[src/rtl/stream_out.sv]
// Output stage of the up-sampling path: re-serialises the column blocks owned by the
// N_PARALLEL up-sampling elements into one raster-order AXI-Stream via a 2-entry skid buffer.
module stream_out #(
  parameter int AXISOUT_DATA_WIDTH = 32,
  parameter int UPSP_WRTDATA_WIDTH = 32,
  parameter int DST_IMG_WIDTH      = 3840,
  parameter int DST_IMG_HEIGHT     = 2160,
  parameter int N_PARALLEL         = 2
) (
  input  logic                                   m_axis_aclk,
  input  logic                                   m_axis_arst,
  input  logic                                   UPSTART,
  output logic                                   OUTEND,
  input  logic [N_PARALLEL-1:0]                  upsp_ac_wvalid,
  output logic [N_PARALLEL-1:0]                  ac_upsp_wready,
  input  logic [N_PARALLEL*UPSP_WRTDATA_WIDTH-1:0] upsp_ac_wdata,
  output logic                                   m_axis_tvalid,
  input  logic                                   m_axis_tready,
  output logic [AXISOUT_DATA_WIDTH-1:0]          m_axis_tdata,
  output logic [AXISOUT_DATA_WIDTH/8-1:0]        m_axis_tstrb,
  output logic [AXISOUT_DATA_WIDTH/8-1:0]        m_axis_tkeep,
  output logic                                   m_axis_tlast,
  output logic                                   m_axis_tuser,
  output logic                                   m_axis_tid,
  output logic                                   m_axis_tdest,
  output logic [1:0]                             dbg_state
);

  localparam int DW    = AXISOUT_DATA_WIDTH;
  localparam int SW    = AXISOUT_DATA_WIDTH / 8;
  localparam int BLOCK = DST_IMG_WIDTH / N_PARALLEL;
  localparam int COL_W = (DST_IMG_WIDTH > 1) ? $clog2(DST_IMG_WIDTH) : 1;
  localparam int ROW_W = (DST_IMG_HEIGHT > 1) ? $clog2(DST_IMG_HEIGHT) : 1;
  localparam int SEL_W = (N_PARALLEL > 1) ? $clog2(N_PARALLEL) : 1;

  localparam logic [COL_W-1:0] COL_LAST   = COL_W'(DST_IMG_WIDTH - 1);
  localparam logic [ROW_W-1:0] ROW_LAST   = ROW_W'(DST_IMG_HEIGHT - 1);
  localparam logic [31:0]      BLOCK_U    = 32'(BLOCK);
  localparam logic [SW-1:0]    STRB_CONST = SW'(3'b111);

  typedef enum logic [1:0] {
    IDLE   = 2'd0,
    ACTIVE = 2'd1,
    DRAIN  = 2'd2
  } state_t;

  typedef struct packed {
    logic          tuser;
    logic          tlast;
    logic [DW-1:0] data;
  } beat_t;

  state_t           state;
  logic [COL_W-1:0] col;
  logic [ROW_W-1:0] row;
  logic [1:0]       count;
  beat_t            head;
  beat_t            tail;

  logic [SEL_W-1:0] sel;
  logic [DW-1:0]    sel_data;
  logic             sel_valid;
  logic             push;
  logic             pop;
  beat_t            push_beat;

  // Handshakes: a transfer happens on a rising edge where valid and ready are both high.
  // wready is derived only from registered state/count (never from m_axis_tready), and
  // m_axis_tvalid, once high, holds with a stable head entry until it is taken.
  always_comb begin
    sel       = SEL_W'(32'(col) / BLOCK_U);
    sel_data  = '0;
    sel_valid = 1'b0;
    for (int j = 0; j < N_PARALLEL; j++) begin
      ac_upsp_wready[j] = (state == ACTIVE) && (sel == SEL_W'(j)) && (count != 2'd2);
      if (sel == SEL_W'(j)) begin
        sel_data  = upsp_ac_wdata[j*UPSP_WRTDATA_WIDTH +: DW];
        sel_valid = upsp_ac_wvalid[j];
      end
    end
    push            = sel_valid && (state == ACTIVE) && (count != 2'd2);
    pop             = m_axis_tvalid && m_axis_tready;
    push_beat.tuser = (row == '0) && (col == '0);
    push_beat.tlast = (col == COL_LAST);
    push_beat.data  = sel_data;
    // The frame is over once the last buffered beat leaves during DRAIN.
    OUTEND          = (state == DRAIN) && pop && (count == 2'd1);
  end

  always_ff @(posedge m_axis_aclk or posedge m_axis_arst) begin
    if (m_axis_arst) begin
      state <= IDLE;
      col   <= '0;
      row   <= '0;
      count <= '0;
      head  <= '0;
      tail  <= '0;
    end else begin
      case (state)
        IDLE: begin
          if (UPSTART) begin
            state <= ACTIVE;
            col   <= '0;
            row   <= '0;
          end
        end
        ACTIVE: begin
          if (push) begin
            if (col == COL_LAST) begin
              col <= '0;
              if (row == ROW_LAST) begin
                row   <= '0;
                state <= DRAIN;
              end else begin
                row <= row + 1'b1;
              end
            end else begin
              col <= col + 1'b1;
            end
          end
        end
        DRAIN: begin
          if (OUTEND) state <= IDLE;
        end
        default: state <= IDLE;
      endcase

      // Skid buffer: head always drives the outputs; tail only fills when head is stuck.
      case ({push, pop})
        2'b10: begin
          if (count == 2'd0) head <= push_beat;
          else               tail <= push_beat;
          count <= count + 2'd1;
        end
        2'b01: begin
          head  <= tail;
          count <= count - 2'd1;
        end
        2'b11: begin
          if (count == 2'd1) begin
            head <= push_beat;
          end else begin
            head <= tail;
            tail <= push_beat;
          end
        end
        default: ;
      endcase
    end
  end

  assign m_axis_tvalid = (count != 2'd0);
  assign m_axis_tdata  = head.data;
  assign m_axis_tlast  = head.tlast;
  assign m_axis_tuser  = head.tuser;
  assign m_axis_tstrb  = STRB_CONST;
  assign m_axis_tkeep  = STRB_CONST;
  assign m_axis_tid    = 1'b0;
  assign m_axis_tdest  = 1'b0;
  assign dbg_state     = state;

endmodule

[config.mk]
export PLATFORM = sky130hd
export DESIGN_NAME = stream_out
export DESIGN_NICKNAME = d
export VERILOG_FILES = /design/src/rtl/stream_out.sv
export SDC_FILE = /design/constraint.sdc
export NUM_CORES = 1
export LEC_CHECK = 0
export ABC_AREA = 0
export CORE_MARGIN = 4
export CORE_UTILIZATION = 55
export DETAILED_ROUTE_END_ITERATION = 12
export PLACE_DENSITY_LB_ADDON = 0.3
export REMOVE_ABC_BUFFERS = 1
export SLEW_MARGIN = 20
export SYNTH_ARGS = -nofsm -noshare
export SYNTH_HDL_FRONTEND = slang
export SYNTH_SLANG_ARGS = --single-unit
[constraint.sdc]
create_clock -name m_axis_aclk -period 10.1 [get_ports m_axis_aclk]
set_input_delay 2.02 -clock m_axis_aclk [delete_from_list [all_inputs] [get_ports m_axis_aclk]]
set_output_delay 2.02 -clock m_axis_aclk [all_outputs]
set_load 0.1 [all_outputs]
==> results of run 1 <==
-- kinds of logic after synthesis --
| family | share of synthesized area |
|---|---|
| other cells | 0.00144 |
| compound gates | 0.188 |
| fa+ha+maj | 0.0264 |
| mux | 0.143 |
| flops | 0.461 |
| xor+xnor | 0.00336 |
| simple gates | 0.0985 |
| buf+inv | 0.0783 |
-- through the flow --
| step | total power (W) | util | instances | worst slack (ns) | instance area, sq um |
|---|---|---|---|---|---|
| 2_1_floorplan | 0.00150 | - | 460 | 3.60 | 5010 |
| 3_3_place_gp | 0.00176 | 0.685 | 705 | 3.67 | 6330 |
| 3_5_place_dp | 0.00179 | 0.685 | 705 | 3.62 | 6330 |
| 4_1_cts | 0.00210 | 0.711 | 721 | 3.61 | 6570 |
| 5_1_grt | 0.00220 | 0.711 | 721 | 3.51 | 6570 |
| 6_report | 0.00209 | 0.711 | 721 | 3.62 | 6570 |
-- routing by layer --
layer / routed length, um / share of wire / vias up / global-route usage
li1: - / - / 1978 / -
met1: 5120 / 0.41 / 2052 / 0.295
met2: 6370 / 0.52 / 149 / 0.393
met3: 652 / 0.053 / 18 / 0.0435
met4: 217 / 0.018 / 0 / 0.0600
met5: 0 / 0 / - / 0
-- cell type report --
cell class              count  share of cell area
flip-flops and latches     96               0.365
clock inverters             6              0.0177
repair buffers            116               0.174
multi-input cells         317               0.371
well taps                 129              0.0246
inverters                  47              0.0280
clock buffers              10              0.0194
-- worst reg2reg max path: cells and delay by family, from the launching register on --
| kind | cells | cell delay (ns) |
|---|---|---|
| simple gates | 2 | 0.48 |
| mux | 1 | 0.43 |
| fa+ha+maj | 2 | 0.55 |
| flops | 1 | 0.53 |
| buf+inv | 2 | 0.62 |
| compound gates | 3 | 0.90 |
-- power breakdown --
part           total [W]  internal (W)  switching, W
clock network   0.000304      0.000166      0.000138
registers       0.000627      0.000535     0.0000920
logic            0.00116      0.000335      0.000825
-- layout by cell type, fill, tap and decap left out, types with 10 or more instances in the layout --
cell and n:
mux2_2 66, nand3_1 13, dfrtp_1 96, a221oi_1 32
a21oi_1 35, o31ai_1 20, nand2_1 22, nor2_1 16
clkdlybuf4s50_1 109, o21ai_0 16, inv_1 45, ha_1 11
conb_1 10
-- registers in the layout, summed over array words and instances, names as in the netlist --
register,cells
col,12
count,2
tail,34
m_axis_tlast,1
dbg_state,2
m_axis_tuser,1
m_axis_tdata,32
row,12
-- path summary, 6_finish.rpt --
check	cells past startpoint	end	startpoint	slack (ns)
hold / removal	2	m_axis_tlast	m_axis_tlast	0.50
max in group asynchronous	3	m_axis_tdata[2]	m_axis_arst	6.93
hold reg to reg	2	m_axis_tlast	m_axis_tlast	0.50
setup / recovery	5	OUTEND	m_axis_tready	3.62
min in group asynchronous	2	count[0]	m_axis_arst	1.96
setup reg to reg	10	tail[14]	col[8]	6.48
==> flow_metrics.env, run 1 <==
export IMPL_numCtsBuffers=9
export IMPL_period_share=0.641
export IMPL_maxCapViolCount=0
export IMPL_cp_common_cell="clkdlybuf4s50_1"
export IMPL_path_cells="clkdlybuf4s50_1, nor2b_1, nand2_1, nor3_1, clkdlybuf4s50_1"
export IMPL_crit_family="buffers and inverters"
export IMPL_ys_async_sr_fraction=1.00
export IMPL_cts_tree="yes"
export IMPL_num_rows=35
export IMPL_synthCells=495
export IMPL_worstMarginPinSlew_ns=1.03
export IMPL_start_util=0.564
export IMPL_cts_hold_buf=0
export IMPL_crit_type="input pin to output port"
export IMPL_required_ns=8.08
export IMPL_period_needed_ns=6.48
export IMPL_antenna_left=0
export IMPL_yosysTopAreaCellShare=0.461
export IMPL_drcViolationCount=0
export IMPL_cpPeakStageDelay_ns=1.18
export IMPL_gp_congestion=0.831
export IMPL_seqCellArea_sq_um=2400
export IMPL_drtPass1Iterations=5
export IMPL_dr_total_vias=4197
export IMPL_synth_distinct_cells=54
export IMPL_yosysMostFrequentCell="dfrtp_1"
export IMPL_ys_warn_count=0
export IMPL_crit_fanout=6
export IMPL_fillers=668
export IMPL_worst_clock_skew_ns=0.0120
export IMPL_clk_path_buf_depth=2
export IMPL_post_cts_resize_count=0
export IMPL_post_cts_buffers=0
export IMPL_io_pins=120
export IMPL_cp_data_arrival_time_ns=4.46
export IMPL_die_area_sq_um=11100
export IMPL_grt_overflow=0
export IMPL_synth_largest_area_cell="dfrtp_1"
export IMPL_totalWireLength_um=12400
export IMPL_grt_total_usage=0.228
export IMPL_drt_vias_per_instance=5.82
export IMPL_port_buffers=109
export IMPL_area_growth_pct=26.2
export IMPL_outcome="completed"
export IMPL_crit_path_end_kind="output port"
export IMPL_cp_start_kind="input pin"
export IMPL_synth_edff_count=0
export IMPL_syn_area_sq_um=5210
export IMPL_path_buf_inv=2
export IMPL_drive_gt1_frac=0.174
export IMPL_hold_worst_slack_ns=0.501
export IMPL_dpl_hpwl_um=8660
export IMPL_ir_drop_uv=248
export IMPL_hold_class="flip-flop to flip-flop"
export IMPL_hold_violations=0
export IMPL_rsz0062_at_grt="no"
export IMPL_root_buffer="clkbuf_8"
export IMPL_relSlewSlack=0.312
export IMPL_drt_iter0_markers=290
export IMPL_cts_htree_levels=3
export IMPL_tns_ns=0
export IMPL_antenna_found_initial=0
export IMPL_leakagePower_nw=2.73
export IMPL_setup_violations=0
export IMPL_ys_seq_area_frac=0.461
export IMPL_synth_commonest_cells="96 x dfrtp_1, 66 x mux2_2, 46 x inv_1"
export IMPL_grt_pass1_wl_um=21000
export IMPL_die_x_um=105
export IMPL_insertion_delay_ns=0.36
export IMPL_numClockSinks=96
export IMPL_die_h_um=105
export IMPL_grt_max_degree=75
export IMPL_synth_area_per_cell_sq_um=10.5
export IMPL_grt_pass1_vias=4333
export IMPL_crit_slowest_cell="clkdlybuf4s50_1"
export IMPL_ys_ff_latch=96
export IMPL_drv_slew=0
export IMPL_nNetsFinal=668
export IMPL_ys_top_cells_by_area="dfrtp_1 46%, mux2_2 14%, a221oi_1 5.4%, a21oi_1 3.4%, inv_1 3.3%"
export IMPL_antenna_cells=0
export IMPL_clk_pin_slew_ns=0.09
export IMPL_synthFlopType="dfrtp_1"
export IMPL_fp_coreArea_sq_um=9240
export IMPL_wire_per_inst_um=17.2
export IMPL_powerDensity_nw_per_um2=318
export IMPL_max_clock_freq_ghz=0.154
export IMPL_multi_input_area_sq_um=2440
Power figures use the tool's default switching activity.
==> run 2, diff against run 1 <==
--- a/config.mk
+++ b/config.mk
@@ -7,7 +7,7 @@
 export LEC_CHECK = 0
 export ABC_AREA = 0
 export CORE_MARGIN = 4
-export CORE_UTILIZATION = 55
+export CORE_UTILIZATION = 46
 export DETAILED_ROUTE_END_ITERATION = 12
 export PLACE_DENSITY_LB_ADDON = 0.3
 export REMOVE_ABC_BUFFERS = 1
==> constraint.sdc (replaced) <==
create_clock -name m_axis_aclk -period 5.5 [get_ports m_axis_aclk]
set_input_delay 1.1 -clock m_axis_aclk [delete_from_list [all_inputs] [get_ports m_axis_aclk]]
set_output_delay 1.1 -clock m_axis_aclk [all_outputs]
set_load 0.1 [all_outputs]
==> run 2 against run 1 <==
  * Register-to-register slack got worse by 4.7 ns
  * Global-route usage decreased by 2.8 points
  * Core utilization decreased by 11 points
  * Sequential power increased by 85%
==> flow_metrics.env, run 2 (synthesis gave the netlist of run 1 again) <==
export IMPL_outcome="completed"
export IMPL_hold_violations=0
export IMPL_relSlewSlack=0.309
export IMPL_startpoint="col[8]"
export IMPL_die_x_um=114
export IMPL_numClockSinks=96
export IMPL_dpl_hpwl_um=8830
export IMPL_layout_common_cells="107 x clkdlybuf4s50_1, 96 x dfrtp_1, 66 x mux2_2"
export IMPL_dr_total_vias=4207
export IMPL_ir_drop_uv=524
export IMPL_fp_coreArea_sq_um=11000
export IMPL_worstMarginPinSlew_ns=1.03
export IMPL_crit_path_end_kind="output port"
export IMPL_antenna_found_initial=0
export IMPL_dpl_cell_area_sq_um=6350
export IMPL_nNetsFinal=668
export IMPL_worst_clock_skew_ns=0.00592
export IMPL_cts_htree_levels=3
export IMPL_post_cts_resize_count=0
export IMPL_antenna_cells=0
export IMPL_layout_commonest_cell="clkdlybuf4s50_1"
export IMPL_drcViolationCount=0
export IMPL_die_area_sq_um=13100
export IMPL_tns_ns=0
export IMPL_drv_slew=0
export IMPL_max_clock_freq_ghz=0.241
export IMPL_crit_fanout=12
export IMPL_largest_reg_flops=34
export IMPL_hold_class="flip-flop to flip-flop"
export IMPL_drt_vias_per_instance=5.75
export IMPL_rsz0062_at_grt="no"
export IMPL_cts_hold_buf=0
export IMPL_reg2reg_from="col[8]"
export IMPL_cts_tree="yes"
export IMPL_top_register="tail"
export IMPL_drt_iter0_markers=275
export IMPL_totalWireLength_um=12700
export IMPL_root_buffer="clkbuf_16"
export IMPL_grt_max_degree=69
export IMPL_power_w=0.00390
export IMPL_path_cells="and3_1, ha_1, and3b_1, a21o_1, nor2_1, clkdlybuf4s50_1"
export IMPL_antenna_left=0
export IMPL_io_pins=120
export IMPL_wire_per_inst_um=17.3
export IMPL_crit_family="buffers and inverters"
export IMPL_cp_start_kind="flip-flop"
export IMPL_grt_pass1_vias=4351
export IMPL_fillers=878
export IMPL_port_buffers=109
export IMPL_insertion_delay_ns=0.34
export IMPL_drive_gt1_frac=0.179
export IMPL_cp_data_arrival_time_ns=3.05
export IMPL_area_growth_pct=27.5
export IMPL_cpPeakStageDelay_ns=1.14
export IMPL_period_needed_ns=4.15
export IMPL_post_cts_buffers=0
export IMPL_fin_area_sq_um=6640
export IMPL_crit_type="flip-flop to output port"
export IMPL_period_share=0.755
export IMPL_grt_overflow=0
export IMPL_crit_slowest_cell="clkdlybuf4s50_1"
export IMPL_grt_pass1_wl_um=21000
export IMPL_start_util=0.474
export IMPL_path_buf_inv=1
export IMPL_required_ns=4.40
export IMPL_grt_total_usage=0.200
export IMPL_clk_pin_slew_ns=0.07
export IMPL_setup_violations=0
export IMPL_gp_congestion=0.868
export IMPL_maxCapViolCount=0
export IMPL_hold_start="count[0]"
export IMPL_numCtsBuffers=9
export IMPL_leakagePower_nw=2.76
export IMPL_die_h_um=114
export IMPL_clk_path_buf_depth=2
export IMPL_drtPass1Iterations=5
export IMPL_num_rows=38
export IMPL_powerDensity_nw_per_um2=587
## run 2: cell count changes in the layout (fill, tap and decap cells not counted), sizes merged
cell | previous run | this run
inv | 47 | 50
clkdlybuf4s50 | 109 | 107
clkinv | 1 | 2
buf | 7 | 9
clkbuf | 10 | 9
bufinv | 3 | 0
## run 2: per-layer routing
layer	wire, um	vias up	GRT usage
li1	-	1982	-
met1	5310	2049	0.254
met4	191	0	0.0570
met2	6360	159	0.337
met5	0	-	0
met3	815	17	0.0513
## run 2: area by class of cell
type / instances / area (sq um) / share of cell area
Clock buffer: 9 / 225 / 0.0339
Inverter: 47 / 184 / 0.0277
Clock inverter: 7 / 63.8 / 0.00961
Sequential cell: 96 / 2400 / 0.362
Tap cell: 140 / 175 / 0.0264
Timing Repair Buffer: 116 / 1140 / 0.172
Multi-Input combinational cell: 317 / 2450 / 0.369
## run 2: worst reg2reg max path, delay by kind of cell (launching register included)
| family | cells | cell delay (ns) |
|---|---|---|
| buf+inv | 3 | 0.87 |
| compound gates | 3 | 0.78 |
| fa+ha+maj | 2 | 0.54 |
| flops | 1 | 0.52 |
| simple gates | 2 | 0.46 |
| mux | 1 | 0.41 |
## run 2: final timing paths
kind,endpoint,slack (ns),depth (start not counted)
max in group asynchronous,m_axis_tdata[10],3.23,3
min in group asynchronous,row[6],1.18,2
worst max-delay path,ac_upsp_wready[1],1.35,6
worst min register to register,count[0],0.51,1
worst min-delay path,count[0],0.51,1
worst max register to register,tail[1],1.79,11
## run 2: power breakdown
part / internal (W) / switching (W) / leakage (nW)
Sequential: 0.000984 / 0.000177 / 1.16
Combinational: 0.000614 / 0.00151 / 1.46
Clock: 0.000317 / 0.000292 / 0.136
## run 2: per-stage QoR
stage | cells | hold slack [ns] | utilization | setup slack (ns)
2_1_floorplan | 460 | 0.464 | - | 0.740
3_3_place_gp | 716 | 0.481 | 0.578 | 1.78
3_5_place_dp | 716 | 0.494 | 0.578 | 1.73
4_1_cts | 732 | 0.505 | 0.604 | 1.35
5_1_grt | 732 | 0.516 | 0.604 | 1.20
6_report | 732 | 0.505 | 0.604 | 1.35
==> run 3, diff against run 2 <==
==> constraint.sdc (replaced) <==
create_clock -name m_axis_aclk -period 3.51 [get_ports m_axis_aclk]
set_input_delay 0.702 -clock m_axis_aclk [delete_from_list [all_inputs] [get_ports m_axis_aclk]]
set_output_delay 0.702 -clock m_axis_aclk [all_outputs]
set_load 0.1 [all_outputs]
==> run 3 against run 2 <==
  * Sequential cell count did not move
  * Largest cell class unchanged
  * Largest power group unchanged
  * Worst hold slack got worse by 0.012 ns
  * Critical endpoint is now ac_upsp_wready[0]
  * First-iteration DRC count fell by 27%
==> flow_metrics.env, run 3 (synthesis gave the netlist of run 1 again) <==
export IMPL_outcome="completed"
export IMPL_busiest_layer="met2"
export IMPL_cp_start_kind="flip-flop"
export IMPL_start_util=0.474
export IMPL_fin_ws_ns=0.266
export IMPL_largest_reg_flops=34
export IMPL_antenna_cells=0
export IMPL_period_needed_ns=3.24
export IMPL_ff2ff_path_depth=12
export IMPL_top_register="tail"
export IMPL_grt_max_degree=69
export IMPL_r2r_slack_ns=0.39
export IMPL_setup_violations=0
export IMPL_fin_area_sq_um=6750
export IMPL_die_h_um=114
export IMPL_rsz0062_at_grt="no"
export IMPL_post_cts_buffers=0
export IMPL_period_share=0.924
export IMPL_drive_gt1_frac=0.200
export IMPL_dpl_cell_area_sq_um=6450
export IMPL_grt_use_met2=0.314
export IMPL_leakagePower_nw=2.83
export IMPL_drt_iter0_markers=200
export IMPL_crit_type="flip-flop to output port"
export IMPL_totalWireLength_um=12400
export IMPL_clk_pin_slew_ns=0.07
export IMPL_numClockSinks=96
export IMPL_startpoint="col[10]"
export IMPL_worstMarginPinSlew_ns=1.02
export IMPL_gp_congestion=0.885
export IMPL_drcViolationCount=0
export IMPL_grt_total_usage=0.195
export IMPL_grt_overflow=0
export IMPL_use_met3=0.0555
export IMPL_met1_usage=0.261
export IMPL_clk_path_buf_depth=2
export IMPL_post_route_util=0.615
export IMPL_num_rows=38
export IMPL_drt_vias_per_instance=5.76
export IMPL_cts_tree="yes"
export IMPL_post_cts_resize_count=0
export IMPL_hold_class="flip-flop to flip-flop"
export IMPL_required_ns=2.81
export IMPL_drtPass1Iterations=5
export IMPL_worst_clock_skew_ns=0.00932
export IMPL_nNetsFinal=676
export IMPL_path_cells="and3_1, ha_1, and3b_1, a21o_1, buf_4, and2_1, buf_12"
export IMPL_max_clock_freq_ghz=0.308
export IMPL_dpl_hpwl_um=8430
export IMPL_dr_total_vias=4264
export IMPL_drv_slew=0
export IMPL_die_x_um=114
export IMPL_dp_slack_ns=0.0587
export IMPL_crit_path_end_kind="output port"
export IMPL_reg2reg_from="col[10]"
export IMPL_layout_commonest_cell="clkdlybuf4s50_1"
export IMPL_wire_per_inst_um=16.7
export IMPL_relSlewSlack=0.315
export IMPL_root_buffer="clkbuf_16"
export IMPL_cpPeakStageDelay_ns=0.41
export IMPL_die_area_sq_um=13100
export IMPL_reg2reg_to="m_axis_tdata[9]"
export IMPL_insertion_delay_ns=0.34
export IMPL_maxCapViolCount=0
export IMPL_fp_coreArea_sq_um=11000
export IMPL_hold_worst_slack_ns=0.493
export IMPL_antenna_left=0
export IMPL_cts_htree_levels=3
export IMPL_cp_data_arrival_time_ns=2.54
export IMPL_grt_pass1_vias=4321
export IMPL_port_buffers=109
export IMPL_crit_slowest_cell="buf_4"
export IMPL_ir_drop_uv=702
export IMPL_hold_violations=0
export IMPL_cts_hold_buf=0
export IMPL_area_growth_pct=29.6
export IMPL_layout_common_cells="101 x clkdlybuf4s50_1, 96 x dfrtp_1, 66 x mux2_2"
export IMPL_antenna_found_initial=0
export IMPL_critical_path_endpoint="ac_upsp_wready[0]"
export IMPL_crit_fanout=36
export IMPL_io_pins=120
export IMPL_numCtsBuffers=9
export IMPL_powerDensity_nw_per_um2=913
export IMPL_tns_ns=0
export IMPL_grt_pass1_wl_um=20700
run 3: layout make-up:
cell class	instances	area [sq um]
fill	910	4230
tap	140	175
timing repair buffer	124	1250
inverter	47	184
sequential	96	2400
multi-input combinational	317	2440
clock inverter	6	61.3
clock buffer	10	239
run 3: how the worst min path moves through the flow:
stage	startpoint	cells after the start	end	slack, ns
6_report	count[0]	1	count[0]	0.49
5_1_grt	tail[19]	1	tail[19]	0.53
4_1_cts	count[0]	1	count[0]	0.50
3_5_place_dp	count[0]	1	count[0]	0.48
3_3_place_gp	count[0]	1	count[0]	0.48
2_1_floorplan	count[0]	1	count[0]	0.46
run 3: through the flow:
stage,instances,total power (W)
floorplan,460,0.00432
global placement,724,0.00512
detailed placement,724,0.00519
CTS,740,0.00619
global route,740,0.00647
finish,740,0.00616
run 3: layer usage:
metal  routed length, um  share of wire
met2                6000           0.48
met4                  99         0.0080
met3                 837          0.068
met1                5440           0.44
met5                   0              0
run 3: report_power, final:
group          leakage (nW)  total [W]  switching (W)  internal [W]
Sequential             1.16    0.00182       0.000277       0.00154
Combinational          1.52    0.00337        0.00237      0.000999
Clock                 0.144   0.000973       0.000455      0.000518
Total                  2.83    0.00616        0.00310       0.00306
run 3: critical path: cells and delay by family (launching register included):
kind                     cells  cell delay [ns]
AND/OR/NAND/NOR              3             0.76
buffers and inverters        2             0.59
flip-flops                   1             0.38
adder cells (fa/ha/maj)      1             0.27
AO/OA/AOI/OAI                1             0.20
